## src/rtl/watch_pkg.sv

```systemverilog
// Shared types and constants for the watch mode controller.
// Digit limits, digit counts, LED patterns and entry helpers.
package watch_pkg;

  typedef enum logic [2:0] {
    S_CLOCK,
    S_SET_TIME,
    S_SET_ALARM,
    S_RINGING,
    S_SNOOZE
  } state_t;

  localparam logic [3:0] LIM_2 = 4'd2;
  localparam logic [3:0] LIM_3 = 4'd3;
  localparam logic [3:0] LIM_5 = 4'd5;
  localparam logic [3:0] LIM_9 = 4'd9;

  localparam logic [2:0] TIME_DIGITS  = 3'd6;
  localparam logic [2:0] ALARM_DIGITS = 3'd4;

  localparam logic [7:0] LED_ON  = 8'hFF;
  localparam logic [7:0] LED_OFF = 8'h00;

  // Hour tens digit caps the hour ones digit (20..23).
  function automatic logic digit_ok(
    input logic [2:0] idx,
    input logic [3:0] d,
    input logic [3:0] d0
  );
    logic [3:0] lim;
    unique case (idx)
      3'd0:       lim = LIM_2;
      3'd1:       lim = (d0 == LIM_2) ? LIM_3 : LIM_9;
      3'd2, 3'd4: lim = LIM_5;
      default:    lim = LIM_9;
    endcase
    return d <= lim;
  endfunction

  function automatic logic [23:0] set_digit(
    input logic [23:0] e,
    input logic [2:0]  idx,
    input logic [3:0]  d
  );
    logic [23:0] r;
    r = e;
    for (int i = 0; i < 6; i++)
      if (idx == 3'(i)) r[23-4*i -: 4] = d;
    return r;
  endfunction

endpackage

```

## src/rtl/watch_mode_ctrl_key_edge.sv

```systemverilog
// Keypad press detector: one-hot key after an all-released keypad.
// Chords are ignored and leave no pending press behind.
module key_edge (
  input  logic       clk,
  input  logic       rst,
  input  logic [9:0] keypad,
  output logic       key_evt,
  output logic [3:0] key_val
);

  logic [9:0] prev;

  always_ff @(posedge clk or posedge rst) begin
    if (rst) prev <= '0;
    else     prev <= keypad;
  end

  assign key_evt = $onehot(keypad) && (prev == '0);

  always_comb begin
    key_val = '0;
    for (int i = 0; i < 10; i++)
      if (keypad[i]) key_val = 4'(i);
  end

endmodule

```

## src/rtl/watch_mode_ctrl.sv

```systemverilog
// Watch mode controller: keypad entry, time/alarm loads,
// alarm ring and snooze sequencing.
module watch_mode_ctrl
  import watch_pkg::*;
#(
  parameter int CLK_HZ     = 1000,
  parameter int RING_SEC   = 60,
  parameter int SNOOZE_SEC = 300,
  parameter int BLINK_MS   = 250
) (
  input  logic        clk,
  input  logic        rst,
  input  logic        mode_btn,
  input  logic [9:0]  keypad,
  input  logic        alarm_match,
  output logic [23:0] entry,
  output logic        time_load,
  output logic        alarm_load,
  output logic        alarm_armed,
  output logic        clock_run,
  output logic        disp_sel,
  output logic [2:0]  entry_idx,
  output logic        key_err,
  output logic [7:0]  leds
);

  localparam int RING_CYC  = CLK_HZ * RING_SEC;
  localparam int SNZ_CYC   = CLK_HZ * SNOOZE_SEC;
  localparam int BLINK_CYC = CLK_HZ * BLINK_MS / 1000;
  localparam int TMR_MAX   = (RING_CYC > SNZ_CYC) ? RING_CYC : SNZ_CYC;
  localparam int TMR_W     = $clog2(TMR_MAX);
  localparam int BLK_W     = $clog2(BLINK_CYC + 1);

  state_t state, nxt;

  logic             mode_q, am_q;
  logic             mode_evt, am_evt;
  logic             key_evt;
  logic [3:0]       key_val;
  logic             pend, pend_d;
  logic [TMR_W-1:0] tmr;
  logic [BLK_W-1:0] blk;
  logic             tmr_zero, blink_end;
  logic             key_ok, last;

  logic [23:0] entry_d;
  logic [2:0]  idx_d;
  logic        tl_d, al_d, armed_d, run_d, dsel_d, kerr_d;
  logic [7:0]  leds_d;

  key_edge u_key (
    .clk     (clk),
    .rst     (rst),
    .keypad  (keypad),
    .key_evt (key_evt),
    .key_val (key_val)
  );

  assign mode_evt  = mode_btn & ~mode_q;
  assign am_evt    = alarm_match & ~am_q;
  assign tmr_zero  = (tmr == '0);
  assign blink_end = (blk == BLK_W'(BLINK_CYC - 1));
  assign key_ok    = digit_ok(entry_idx, key_val, entry[23:20]);
  assign last      = (state == S_SET_TIME)
                   ? (entry_idx == TIME_DIGITS - 3'd1)
                   : (entry_idx == ALARM_DIGITS - 3'd1);

  always_ff @(posedge clk or posedge rst) begin
    if (rst) begin
      state       <= S_CLOCK;
      entry       <= '0;
      entry_idx   <= '0;
      time_load   <= 1'b0;
      alarm_load  <= 1'b0;
      alarm_armed <= 1'b0;
      clock_run   <= 1'b1;
      disp_sel    <= 1'b0;
      key_err     <= 1'b0;
      leds        <= LED_OFF;
      pend        <= 1'b0;
    end else begin
      state       <= nxt;
      entry       <= entry_d;
      entry_idx   <= idx_d;
      time_load   <= tl_d;
      alarm_load  <= al_d;
      alarm_armed <= armed_d;
      clock_run   <= run_d;
      disp_sel    <= dsel_d;
      key_err     <= kerr_d;
      leds        <= leds_d;
      pend        <= pend_d;
    end
  end

  // One timer serves ring and snooze; any state change reloads it.
  always_ff @(posedge clk or posedge rst) begin
    if (rst) begin
      mode_q <= 1'b0;
      am_q   <= 1'b0;
      tmr    <= '0;
      blk    <= '0;
    end else begin
      mode_q <= mode_btn;
      am_q   <= alarm_match;
      if (nxt != state)
        tmr <= (nxt == S_SNOOZE) ? TMR_W'(SNZ_CYC - 1)
                                 : TMR_W'(RING_CYC - 1);
      else if (!tmr_zero)
        tmr <= tmr - 1'b1;
      if (nxt == S_RINGING && state == S_RINGING)
        blk <= blink_end ? '0 : blk + 1'b1;
      else
        blk <= '0;
    end
  end

  always_comb begin
    nxt = state;
    unique case (state)
      S_CLOCK:
        if (mode_evt)                nxt = S_SET_TIME;
        else if (am_evt && alarm_armed) nxt = S_RINGING;
      S_SET_TIME:
        if (pend)                    nxt = S_CLOCK;
        else if (mode_evt)           nxt = S_SET_ALARM;
      S_SET_ALARM:
        if (pend || mode_evt)        nxt = S_CLOCK;
      S_RINGING:
        if (mode_evt)                nxt = S_CLOCK;
        else if (key_evt)            nxt = S_SNOOZE;
        else if (tmr_zero)           nxt = S_CLOCK;
      S_SNOOZE:
        if (mode_evt)                nxt = S_CLOCK;
        else if (tmr_zero)           nxt = S_RINGING;
      default:                       nxt = S_CLOCK;
    endcase
  end

  always_comb begin
    entry_d = entry;
    idx_d   = entry_idx;
    tl_d    = 1'b0;
    al_d    = 1'b0;
    armed_d = alarm_armed;
    kerr_d  = 1'b0;
    pend_d  = 1'b0;
    run_d   = (nxt != S_SET_TIME);
    dsel_d  = (nxt == S_SET_TIME) || (nxt == S_SET_ALARM);
    leds_d  = LED_OFF;
    if (nxt == S_RINGING) begin
      if (state != S_RINGING) leds_d = LED_ON;
      else if (blink_end)     leds_d = ~leds;
      else                    leds_d = leds;
    end
    unique case (state)
      S_CLOCK:
        if (mode_evt) begin
          entry_d = '0;
          idx_d   = '0;
        end
      S_SET_TIME, S_SET_ALARM:
        if (pend) begin
          tl_d = (state == S_SET_TIME);
          al_d = (state == S_SET_ALARM);
          if (state == S_SET_ALARM) armed_d = 1'b1;
        end else if (mode_evt) begin
          entry_d = '0;
          idx_d   = '0;
          if (state == S_SET_ALARM && entry_idx == '0)
            armed_d = 1'b0;
        end else if (key_evt) begin
          if (key_ok) begin
            entry_d = set_digit(entry, entry_idx, key_val);
            if (last) pend_d = 1'b1;
            else      idx_d  = entry_idx + 3'd1;
          end else begin
            kerr_d = 1'b1;
          end
        end
      default: ;
    endcase
  end

endmodule

```

## config.mk

```make
export PLATFORM = sky130hd
export DESIGN_NAME = watch_mode_ctrl
export DESIGN_NICKNAME = d
export VERILOG_FILES = /design/src/rtl/watch_pkg.sv /design/src/rtl/watch_mode_ctrl_key_edge.sv /design/src/rtl/watch_mode_ctrl.sv
export SDC_FILE = /design/constraint.sdc
export NUM_CORES = 1
export LEC_CHECK = 0
export CAP_MARGIN = 15
export CORE_MARGIN = 3
export CORE_UTILIZATION = 37
export CTS_CLUSTER_DIAMETER = 100
export DETAILED_ROUTE_END_ITERATION = 7
export SYNTH_ARGS = -nofsm -noshare
export SYNTH_HDL_FRONTEND = slang
export SYNTH_SLANG_ARGS = --single-unit
```

## constraint.sdc

```tcl
create_clock -name clk -period 7.5 [get_ports clk]
set_clock_uncertainty 0.2 [all_clocks]
set_input_delay 1.5 -clock clk [delete_from_list [all_inputs] [get_ports clk]]
set_output_delay 1.5 -clock clk [all_outputs]
set_load 0.05 [all_outputs]
```

=== Word-level counts from Yosys, hierarchy flattened ===
Index checks and enable logic that the tools add are counted.

* Add/subtract/negate cells: 12
* Magnitude comparators: 1
* Equality and inequality tests: 33
* Multiplexer cells: 69
* Bitwise operators: 5
* Reduce and logical (&&, ||, !) cells: 23

{| class="wikitable"
|+ Operator list
! kind !! count
|-
| $mux 24 || 5
|-
| $mux 3 || 20
|-
| $mux 19 || 3
|-
| $pmux 24 s2 || 1
|-
| $reduce_and 6->1 || 7
|-
| $mux 8 || 5
|-
| $mux 4 || 9
|-
| $ne 3x3->1 const B || 9
|-
| $mux 1 || 21
|-
| $logic_not 19->1 || 1
|-
| $sub 19x1->19 const B || 1
|-
| $eq 3x2->1 const B || 6
|-
| $add 4x4->4 || 4
|-
| $pmux 3 s5 || 1
|-
| $eq 3x3->1 const B || 4
|-
| $pmux 4 s3 || 1
|-
| $add 1x1->2 || 5
|-
| $logic_not 10->1 || 1
|-
| $eq 3x1->1 const B || 3
|-
| $add 8x1->8 const B || 1
|-
| $eq 8x8->1 const B || 1
|-
| $not 8->8 || 1
|-
| $logic_not 3->1 || 2
|-
| $ne 3x2->1 const B || 2
|-
| other kinds (17) || 29
|}

* Register bits after elaboration: 84
* Input bits: 14
* Logic and storage cells: 164

=== Longest topological paths before layout ===
Gate-level depths: netlist (run 1).

* Depth after elaboration: 15
* Mapped depth: 16

=== Modules after synthesis ===
Synthesis (run 1) repeated with hierarchy kept, for this count alone.

* Cells, all modules: 421
* Area, all modules: 4360.4 um^2

{| class="wikitable"
|+ By module, submodules not included
! module !! times used !! cells an instance !! area an instance (um^2) !! seq. area each (um^2)
|-
| watch_mode_ctrl || 1 || 366 || 3751.1 || 1853.0
|-
| key_edge || 1 || 55 || 609.3 || 250.2
|}

=== Least setup slack after synthesis (run 1) ===
No wires, ideal clock.

* Kind: input -> register
* Start: input port keypad[0]
* End: register entry[4]
* Data arrival time: 5.448 ns
* Data required time: 7.232 ns
* Slack: 1.783 ns
* Stages on the path: 14
* Path buffers: 2
* Cell sequence: ha_1 -> inv_1 -> fa_1 -> fa_1 -> fa_1 -> fa_1 -> nor4b_1 -> nand4_1 -> or2_2 -> buf_2 -> or3_1 -> buf_2 -> nor3_2 -> a32o_1

* Word-level cells in the longest chain between the ends: 8

{| class="wikitable"
|+ Ends and longest elaborated chain
! element !! line !! RTL
|-
| start, declared || watch_mode_ctrl.sv:14 || <nowiki>input logic [9:0] keypad,</nowiki>
|-
| $add 1x1->2 (implied by the code) || watch_mode_ctrl_key_edge.sv:18 || <nowiki>assign key_evt = $onehot(keypad) && (prev == '0);</nowiki>
|-
| $add 4x4->4 (implied by the code) (3 in a row) || watch_mode_ctrl_key_edge.sv:18 ||
|-
| $eq 4x1->1 || watch_mode_ctrl_key_edge.sv:18 ||
|-
| $logic_and 1x1->1 || watch_mode_ctrl_key_edge.sv:18 ||
|-
| $ne 3x3->1 (no line) || -- ||
|-
| $reduce_and 6->1 (no line) || -- ||
|-
| end signal, assigned || watch_mode_ctrl.sv:83 || <nowiki>entry <= entry_d;</nowiki>
|-
| end, declared || watch_mode_ctrl.sv:16 || <nowiki>output logic [23:0] entry,</nowiki>
|}

No other way between the ends.
A chain may end at the register's enable or synchronous reset.

=== Worst setup path after layout (run 1) ===
* Start: input port keypad[2]
* End: register entry[12]

* Word-level cells in the longest chain between the ends: 14
* Elaborated cells on any way between the ends: 24
* Those cells by class: add/sub: 4; order compare: 1; eq/ne: 3; mux: 14; reduce/logical: 2

{| class="wikitable"
|+ Ends and longest elaborated chain
! element
|-
| branches (longest 14 deep; another with $add 4x4->4)
|}

Parallel ways; which one is timed is not known. The select of a mux whose other input is x is not followed.

==> results of run 1 <==
-- routing by layer --
metal,vias up,wire length [um],GRT usage [%]
met4,0,120,4.69
li1,1629,-,-
met3,12,353,3.24
met2,65,4180,21.8
met1,1612,5140,23.7
met5,-,0,0
-- synthesized netlist by cell type, types with 3 or more instances --
| cell type | instances |
|---|---|
| a32o_1 | 5 |
| and3_1 | 3 |
| o21a_1 | 4 |
| o211ai_1 | 5 |
| nor4b_1 | 3 |
| fa_1 | 6 |
| nand4_1 | 5 |
| nor2b_1 | 7 |
| o2bb2ai_1 | 8 |
| clkbuf_1 | 4 |
| nor3_1 | 14 |
| nor2_1 | 45 |
| a31o_2 | 3 |
| nand2b_1 | 3 |
| xnor2_1 | 22 |
| a21oi_1 | 19 |
| inv_1 | 30 |
| ha_1 | 23 |
| o21ai_0 | 11 |
| a22o_1 | 12 |
| nand3_1 | 10 |
| nor4_1 | 10 |
| nand2_1 | 36 |
| and2_1 | 3 |
| xor2_1 | 6 |
| buf_2 | 5 |
| dfrtp_1 | 83 |
| or3_1 | 4 |
-- cells by family after synthesis --
kind of cell | count (synthesis) | share of synthesized area (%)
mux | 3 | 0.817
compound gates | 86 | 14.2
fa+ha+maj | 29 | 9.18
simple gates | 157 | 18.5
buf+inv | 45 | 4.45
flops | 84 | 47.3
xor+xnor | 28 | 5.52
-- per-stage QoR --
stage	area, sq um	setup slack [ns]	power [mW]
2_1_floorplan	4440	1.78	0.819
4_1_cts	5380	1.25	1.34
5_1_grt	5410	1.02	1.41
3_5_place_dp	5090	0.906	0.910
3_3_place_gp	5090	1.02	0.903
6_report	5410	1.21	1.33
-- power groups by stage --
stage | Combinational [mW] | Clock [mW] | Sequential (mW)
after floorplan | 0.248 | 0 | 0.571
after global placement | 0.366 | 0 | 0.537
after detailed placement | 0.373 | 0 | 0.537
after CTS | 0.374 | 0.442 | 0.529
after global routing | 0.416 | 0.464 | 0.534
final | 0.374 | 0.430 | 0.529
-- final cells by class --
cell class | instances | area share, %
inverter | 30 | 2.11
clock inverter | 4 | 0.925
sequential | 84 | 38.9
clock buffer | 12 | 4.37
tap | 143 | 3.31
multi-input combinational | 303 | 39.6
timing repair buffer | 57 | 10.8
-- state kept, by name (all words and copies together) (netlist names), 3 cells and up --
register / count
blk: 8
entry: 24
entry_idx: 3
leds: 8
state: 3
tmr: 19
u_key.prev: 10
-- worst max-delay path, delay by kind of cell --
family	cells	cell delay, ns
buf+inv	3	0.66
compound gates	1	0.24
fa+ha+maj	5	2.15
simple gates	5	1.81
-- path summary, 6_finish.rpt --
path                           start             to  slack, ns
setup / recovery           keypad[2]      entry[12]       1.21
hold / removal              entry[9]       entry[9]       0.30
setup reg to reg           entry[20]      entry[12]       3.85
hold reg to reg             entry[9]       entry[9]       0.30
max in group asynchronous        rst      clock_run       5.07
min in group asynchronous        rst  u_key.prev[0]       1.38
==> results.ini, run 1 <==
[run_status]
status = complete, no violations

[cts]
cts.reportedPaths.clkPinSlew_ns = 0.06
post_cts_resized = 0
hold_buffers = 0
clk_latency_ns = 0.34
post_cts_buffers = 0
cts-buffers-inserted = 9
clkSinkCount = 84
htreeDepth = 3
root_buffer = clkbuf_16
cts_tree = yes
cts_buffer_depth = 2

[drt]
ant_nets = 0
post_drt_via_cell_ratio = 5.24
route.detailed.drc = 0
routedWlPerCell_um = 15.5
wl_um = 9800
vias = 3318
dr.pass1.iters = 4
drtIter0Drc = 134

[setup_path]
critPathLaunchType = primary input
worstPathArrival_ns = 6.36
cpMostUsedCell = fa_1
r2r.worst_path.cells = 11
worstSetupPathType = primary input to register
worst_path_largest_cell_delay_ns = 0.52
crit_path_max_fanout = 9
cp_data_required_time_ns = 7.57
slowest_stage = clkdlybuf4s50_1
cp-end-kind = register
cp_cell_sequence = clkdlybuf4s50_1, inv_1, ha_1, inv_1, fa_1, fa_1, fa_1, fa_1, nor4b_1, nand4_1, or2_2, or3_1, nor3_2, a22o_1

[grt]
grt_pass1_vias = 3214
overflow = 0
grtUsageTotal_pct = 15.5
grt_max_degree = 85
grt_pass1_wl_um = 16400
antenna_found_initial = 0

[finish]
finalNetCount = 528
fin_util_pct = 46.8
drive_gt1_share_pct = 6.73
multiInputGateArea_sq_um = 2140
final-seq-area_sq_um = 2100
antenna_cells = 0
area_growth_pct = 21.7
final_common_cell = dfrtp_1
mostFrequentLayoutCells = dfrtp_1, clkdlybuf4s50_1, nor2_1
fillers = 1071
final_cells = 633

[logic_synthesis]
syn_avg_cell_area_sq_um = 10.3
ys_warn_count = 0
synth-seq-area-share_pct = 47.3
synth_cell_type_count = 62
syn_nets = 475
synth_top_flop_cell = dfrtp_1
synthArstFlopShare_pct = 100
ys_ff_latch = 84
synth_top_area_share_pct = 46.7
synth-edff-count = 0
synth_cells = 432
synth.largest_area_cell = dfrtp_1
synth_area_leaders = dfrtp_1, ha_1, xnor2_1, nor2_1, nand2_1
syn_area_sq_um = 4440

[power_and_ir_drop]
power_frac_comb_pct = 28.0
switching_share_pct = 34.0
p_switching_uw = 454
clockPowerShare_pct = 32.3
cellInternalPower_uw = 879
peakVddDrop_v = 0.0000926
p_per_area_nw_per_um2 = 246
pwr-share-seq_pct = 39.7
p_leak_nw = 2.26

[sta]
report.final.slew_viol_count = 0
rsz0062_at_grt = false
setup_tns_ns = 0
hold_ws_ns = 0.299
slew-limit-headroom_pct = 45.7
tightestPinTransition_ns = 0.812
hold_violations = 0
finalWorstPathRequiredPeriod_ns = 6.29
setup_viol = 0
max_freq_ghz = 0.159
finalCritPeriodShare_pct = 83.8

[die]
io_pins = 55
die-height_um = 116
fp.coreArea_sq_um = 11600
die_w_um = 116
start_util_pct = 38.4
die_area_sq_um = 13400
rows = 39

[placement]
io_buffer_count = 54
placedCellCount = 616
gp_congestion = 0.828
hpwl_um = 7210

[min_path]
min_path_type = register to register
worstHoldPathCells = 1

[flow_run]
max_cap_viol_count = 0

(Power assumes the default switching activity.)
==> run 2: changes to the inputs <==
==> constraint.sdc (replaced) <==
create_clock -name clk -period 5.4 [get_ports clk]
set_clock_uncertainty 0.2 [all_clocks]
set_input_delay 1.08 -clock clk [delete_from_list [all_inputs] [get_ports clk]]
set_output_delay 1.08 -clock clk [all_outputs]
set_load 0.05 [all_outputs]
==> results.ini, run 2 (synthesized netlist as in run 1, its figures left out) <==
[finish]
area_growth_pct = 28.0
largest_reg_flops = 24
antenna_cells = 0
final_cells = 661
fillers = 1034
largest_register = entry
drive_gt1_share_pct = 12.9
final_common_cell = dfrtp_1
reg_top3 = entry (24), tmr (19), u_key.prev (10)
mostFrequentLayoutCells = dfrtp_1, clkdlybuf4s50_1, nor2_1
finalNetCount = 556

[cts]
root_buffer = clkbuf_16
clk_latency_ns = 0.34
htreeDepth = 3
cts-buffers-inserted = 9
cts.reportedPaths.clkPinSlew_ns = 0.06
cts_tree = yes
hold_buffers = 0
clkSinkCount = 84
cts_buffer_depth = 2

[drt]
post_drt_via_cell_ratio = 5.21
routedWlPerCell_um = 15.6
vias = 3442
drtIter0Drc = 174
ant_nets = 0
wl_um = 10300
route.detailed.drc = 0
dr.pass1.iters = 4

[power_and_ir_drop]
peakVddDrop_v = 0.000168
p_leak_nw = 2.48
p_per_area_nw_per_um2 = 350
power.total_mw = 1.99

[grt]
overflow = 0
antenna_found_initial = 0
grt_pass1_wl_um = 17200
grt_max_degree = 46
grt_pass1_vias = 3383
grtUsageTotal_pct = 16.3

[sta]
tightestPinTransition_ns = 0.874
rsz0062_at_grt = false
report.final.slew_viol_count = 0
finalCritPeriodShare_pct = 93.4
max_freq_ghz = 0.198
finalWorstPathRequiredPeriod_ns = 5.04
slew-limit-headroom_pct = 41.5
setup_viol = 0
hold_violations = 0
setup_tns_ns = 0

[setup_path]
cpMostUsedCell = fa_1
critPathLaunchType = primary input
cp-end-kind = register
cp_data_required_time_ns = 5.43
worst_path_largest_cell_delay_ns = 0.56
worstSetupPathType = primary input to register
slowest_stage = fa_1
r2r-start = entry[20]
startpoint = keypad[0]
cp_cell_sequence = dlymetal6s2s_1, ha_1, inv_1, fa_1, fa_1, fa_2, fa_1, nor4b_4, nand4_1, or2_4, a32o_2, o221a_1, buf_6, mux2_4
worstPathArrival_ns = 5.07
crit_path_max_fanout = 5

[die]
fp.coreArea_sq_um = 11600
io_pins = 55
die-height_um = 116
die_w_um = 116
start_util_pct = 38.4
rows = 39
die_area_sq_um = 13400

[placement]
hpwl_um = 7690
placedCellCount = 642
io_buffer_count = 54
gp_congestion = 0.862

[run_status]
status = complete, no violations

[min_path]
holdCritStartpoint = entry[1]
min_path_type = register to register

[flow_run]
max_cap_viol_count = 0

==> run 2: changes by cell type in the layout (fill, tap and decap cells not counted), sizes merged <==
cell	previous run	this run
inv	29	30
clkinvlp	2	1
dlymetal6s2s	0	6
or2	2	3
clkbuf	12	11
bufinv	1	2
clkdlybuf4s50	54	48
buf	3	30
==> run 2: cell type report <==
class                           instances  area (sq um)  share of cell area (%)
Clock buffer                           11           233                    4.09
Inverter                               30           114                    2.00
Tap cell                              143           179                    3.15
Sequential cell                        84          2100                    37.0
Clock inverter                          5          85.1                    1.50
Timing Repair Buffer                   84           797                    14.0
Multi-Input combinational cell        304          2170                    38.2
==> run 2: final timing paths <==
path	cells after the start	slack, ns	endpoint
worst max-delay path	14	0.36	tmr[7]
worst max register to register	12	2.07	entry[10]
worst min-delay path	1	0.30	entry[1]
max in group asynchronous	3	3.06	clock_run
min in group asynchronous	2	0.94	u_key.prev[3]
worst min register to register	1	0.30	entry[1]
==> run 2: where the power goes <==
group	switching, mW	internal [mW]
combinational	0.354	0.241
sequential	0.0547	0.681
clock	0.254	0.408
total	0.662	1.33
==> run 2: layer usage <==
layer,share of wire (%),wire (um),GRT usage [%],vias to the layer above
li1,-,-,-,1685
met1,50,5120,24.0,1657
met2,44,4560,24.0,81
met3,4.7,488,3.71,19
met4,1.5,153,5.16,0
met5,0,0,0,-
==> run 2: worst max-delay path: cells and delay by family <==
family	cells	cell delay [ns]
adder cells (fa/ha/maj)	5	2.22
AND/OR/NAND/NOR	3	0.61
AO/OA/AOI/OAI	2	0.55
buffers and inverters	3	0.33
multiplexers	1	0.28
==> run 2: per-stage QoR <==
stage / setup WS (ns) / util [%] / hold WS (ns) / area [sq um]
detailed placement: -0.557 / 45.8 / 0.282 / 5300
finish: 0.356 / 49.2 / 0.297 / 5690
floorplan: 0.103 / - / 0.261 / 4440
CTS: 0.0454 / 48.7 / 0.298 / 5630
global placement: -0.403 / 45.8 / 0.275 / 5300
global route: 0.173 / 49.2 / 0.307 / 5690
==> run 2: what timing repair did <==
action,4_1_cts,5_1_grt
endpoints found under the hold margin,0,0
gates resized for setup,3,13
endpoints found under the setup margin,38,45
cloned,0,1
setup buffers,0,2
pin swaps,0,8
==> run 3: changes to the inputs <==
--- a/config.mk
+++ b/config.mk
@@ -6,10 +6,14 @@
 export NUM_CORES = 1
 export LEC_CHECK = 0
 export CAP_MARGIN = 15
+export CELL_PAD_IN_SITES_DETAIL_PLACEMENT = 0
+export CELL_PAD_IN_SITES_GLOBAL_PLACEMENT = 2
 export CORE_MARGIN = 3
-export CORE_UTILIZATION = 37
+export CORE_UTILIZATION = 32
 export CTS_CLUSTER_DIAMETER = 100
+export CTS_CLUSTER_SIZE = 20
 export DETAILED_ROUTE_END_ITERATION = 7
+export PLACE_DENSITY_LB_ADDON = 0.1
 export SYNTH_ARGS = -nofsm -noshare
 export SYNTH_HDL_FRONTEND = slang
 export SYNTH_SLANG_ARGS = --single-unit
==> results.ini, run 3 (synthesized netlist as in run 1, its figures left out) <==
[run_status]
status = complete, no violations

[finish]
mostFrequentLayoutCells = dfrtp_1, clkdlybuf4s50_1, nor2_1
drive_gt1_share_pct = 13.2
largest_register = entry
multiInputGateArea_sq_um = 2180
finalNetCount = 552
area_growth_pct = 27.7
fin_util_pct = 42.3
final_common_cell = dfrtp_1
final-seq-area_sq_um = 2100
largest_reg_flops = 24
reg_top3 = entry (24), tmr (19), u_key.prev (10)
antenna_cells = 0
fillers = 1312

[placement]
hpwl_um = 8140
io_buffer_count = 54
dpl_worst_slack_ns = -0.494
gp_congestion = 0.781

[setup_path]
worstPathArrival_ns = 5.27
slowest_stage = fa_1
worstSetupPathType = primary input to register
crit_path_max_fanout = 7
cpMostUsedCell = fa_1
cp-end-kind = register
worst_path_largest_cell_delay_ns = 0.52
critPathLaunchType = primary input
cp_data_required_time_ns = 5.48
rrSetupSlack_ns = 2.01
cp_cell_sequence = clkdlybuf4s50_1, inv_1, ha_1, inv_1, fa_1, fa_1, fa_2, fa_1, nor4b_2, nand4_1, or2_4, or3_4, nor3_2, buf_4, a32o_1

[grt]
grtUsageTotal_pct = 15.7
overflow = 0
grt_max_degree = 45
grt_pass1_vias = 3439
grt_pass1_wl_um = 18400
antenna_found_initial = 0

[drt]
post_drt_via_cell_ratio = 4.91
dr.pass1.iters = 4
wl_um = 10900
routedWlPerCell_um = 15.9
vias = 3386
ant_nets = 0
drtIter0Drc = 182
route.detailed.drc = 0

[cts]
root_buffer = clkbuf_16
cts_buffer_depth = 2
cts_tree = yes
clk_latency_ns = 0.34
cts.reportedPaths.clkPinSlew_ns = 0.07
hold_buffers = 0
htreeDepth = 3
clkSinkCount = 84
cts-buffers-inserted = 9

[die]
die_area_sq_um = 15300
fp.coreArea_sq_um = 13400
die-height_um = 124
start_util_pct = 33.2
io_pins = 55
die_w_um = 124
rows = 42

[sta]
finalWorstPathRequiredPeriod_ns = 5.18
max_freq_ghz = 0.193
hold_violations = 0
rsz0062_at_grt = false
finalCritPeriodShare_pct = 96.0
slew-limit-headroom_pct = 42.9
fin_ws_ns = 0.217
setup_tns_ns = 0
report.final.slew_viol_count = 0
tightestPinTransition_ns = 0.853
setup_viol = 0

[power_and_ir_drop]
peakVddDrop_v = 0.000173
power.total_mw = 1.92
p_leak_nw = 2.39
p_per_area_nw_per_um2 = 339

[flow_run]
max_cap_viol_count = 0

[min_path]
min_path_type = register to register

-- run 3: changes by cell type in the layout (fill, tap and decap cells not counted), sizes merged, moves of 2 or more --
cell,before,now
clkdlybuf4s50,48,54
dlymetal6s2s,6,0
buf,30,27
bufinv,2,0
clkinvlp,1,3
-- run 3: worst paths after layout --
check	from	endpoint	cells after the start
worst max-delay path	keypad[3]	entry[4]	15
worst min-delay path	entry[14]	entry[14]	1
worst max register to register	entry[20]	entry[9]	12
worst min register to register	entry[14]	entry[14]	1
max in group asynchronous	rst	u_key.prev[1]	3
min in group asynchronous	rst	alarm_armed	2
-- run 3: layout make-up --
type	count	area share, %
tap	176	3.88
timing repair buffer	81	13.3
sequential	84	37.1
multi-input combinational	303	38.5
clock inverter	4	0.551
clock buffer	12	4.70
inverter	30	2.01
-- run 3: stage by stage --
step	std cells	hold slack [ns]	instance area, sq um
floorplan	432	0.261	4440
global placement	674	0.272	5340
detailed placement	674	0.273	5340
CTS	690	0.290	5650
global route	690	0.300	5670
finish	690	0.284	5670
-- run 3: repair_timing --
| item | in CTS | in global routing |
|---|---|---|
| hold endpoints to repair | 0 | 0 |
| buffers inserted | 0 | 0 |
| pin swaps | 0 | 9 |
| resized for setup | 5 | 5 |
| endpoints found under the setup margin | 29 | 52 |
-- run 3: where the power goes --
part	internal [mW]	total (mW)	leakage [nW]	switching [mW]
sequential	0.681	0.738	1.09	0.0573
combinational	0.218	0.573	1.17	0.355
clock	0.351	0.612	0.137	0.261
-- run 3: critical path, delay by kind of cell --
| kind | cells | cell delay, ns |
|---|---|---|
| AO/OA/AOI/OAI | 1 | 0.16 |
| buffers and inverters | 4 | 0.74 |
| AND/OR/NAND/NOR | 5 | 1.24 |
| adder cells (fa/ha/maj) | 5 | 2.06 |
-- run 3: per-layer routing --
layer  vias to the layer above  global-route usage [%]  routed length, um
li1                       1681                       -                  -
met1                      1631                    23.4               5630
met2                        61                    22.2               4690
met3                        13                    2.95                442
met4                         0                    6.30                181
met5                         -                       0                  0
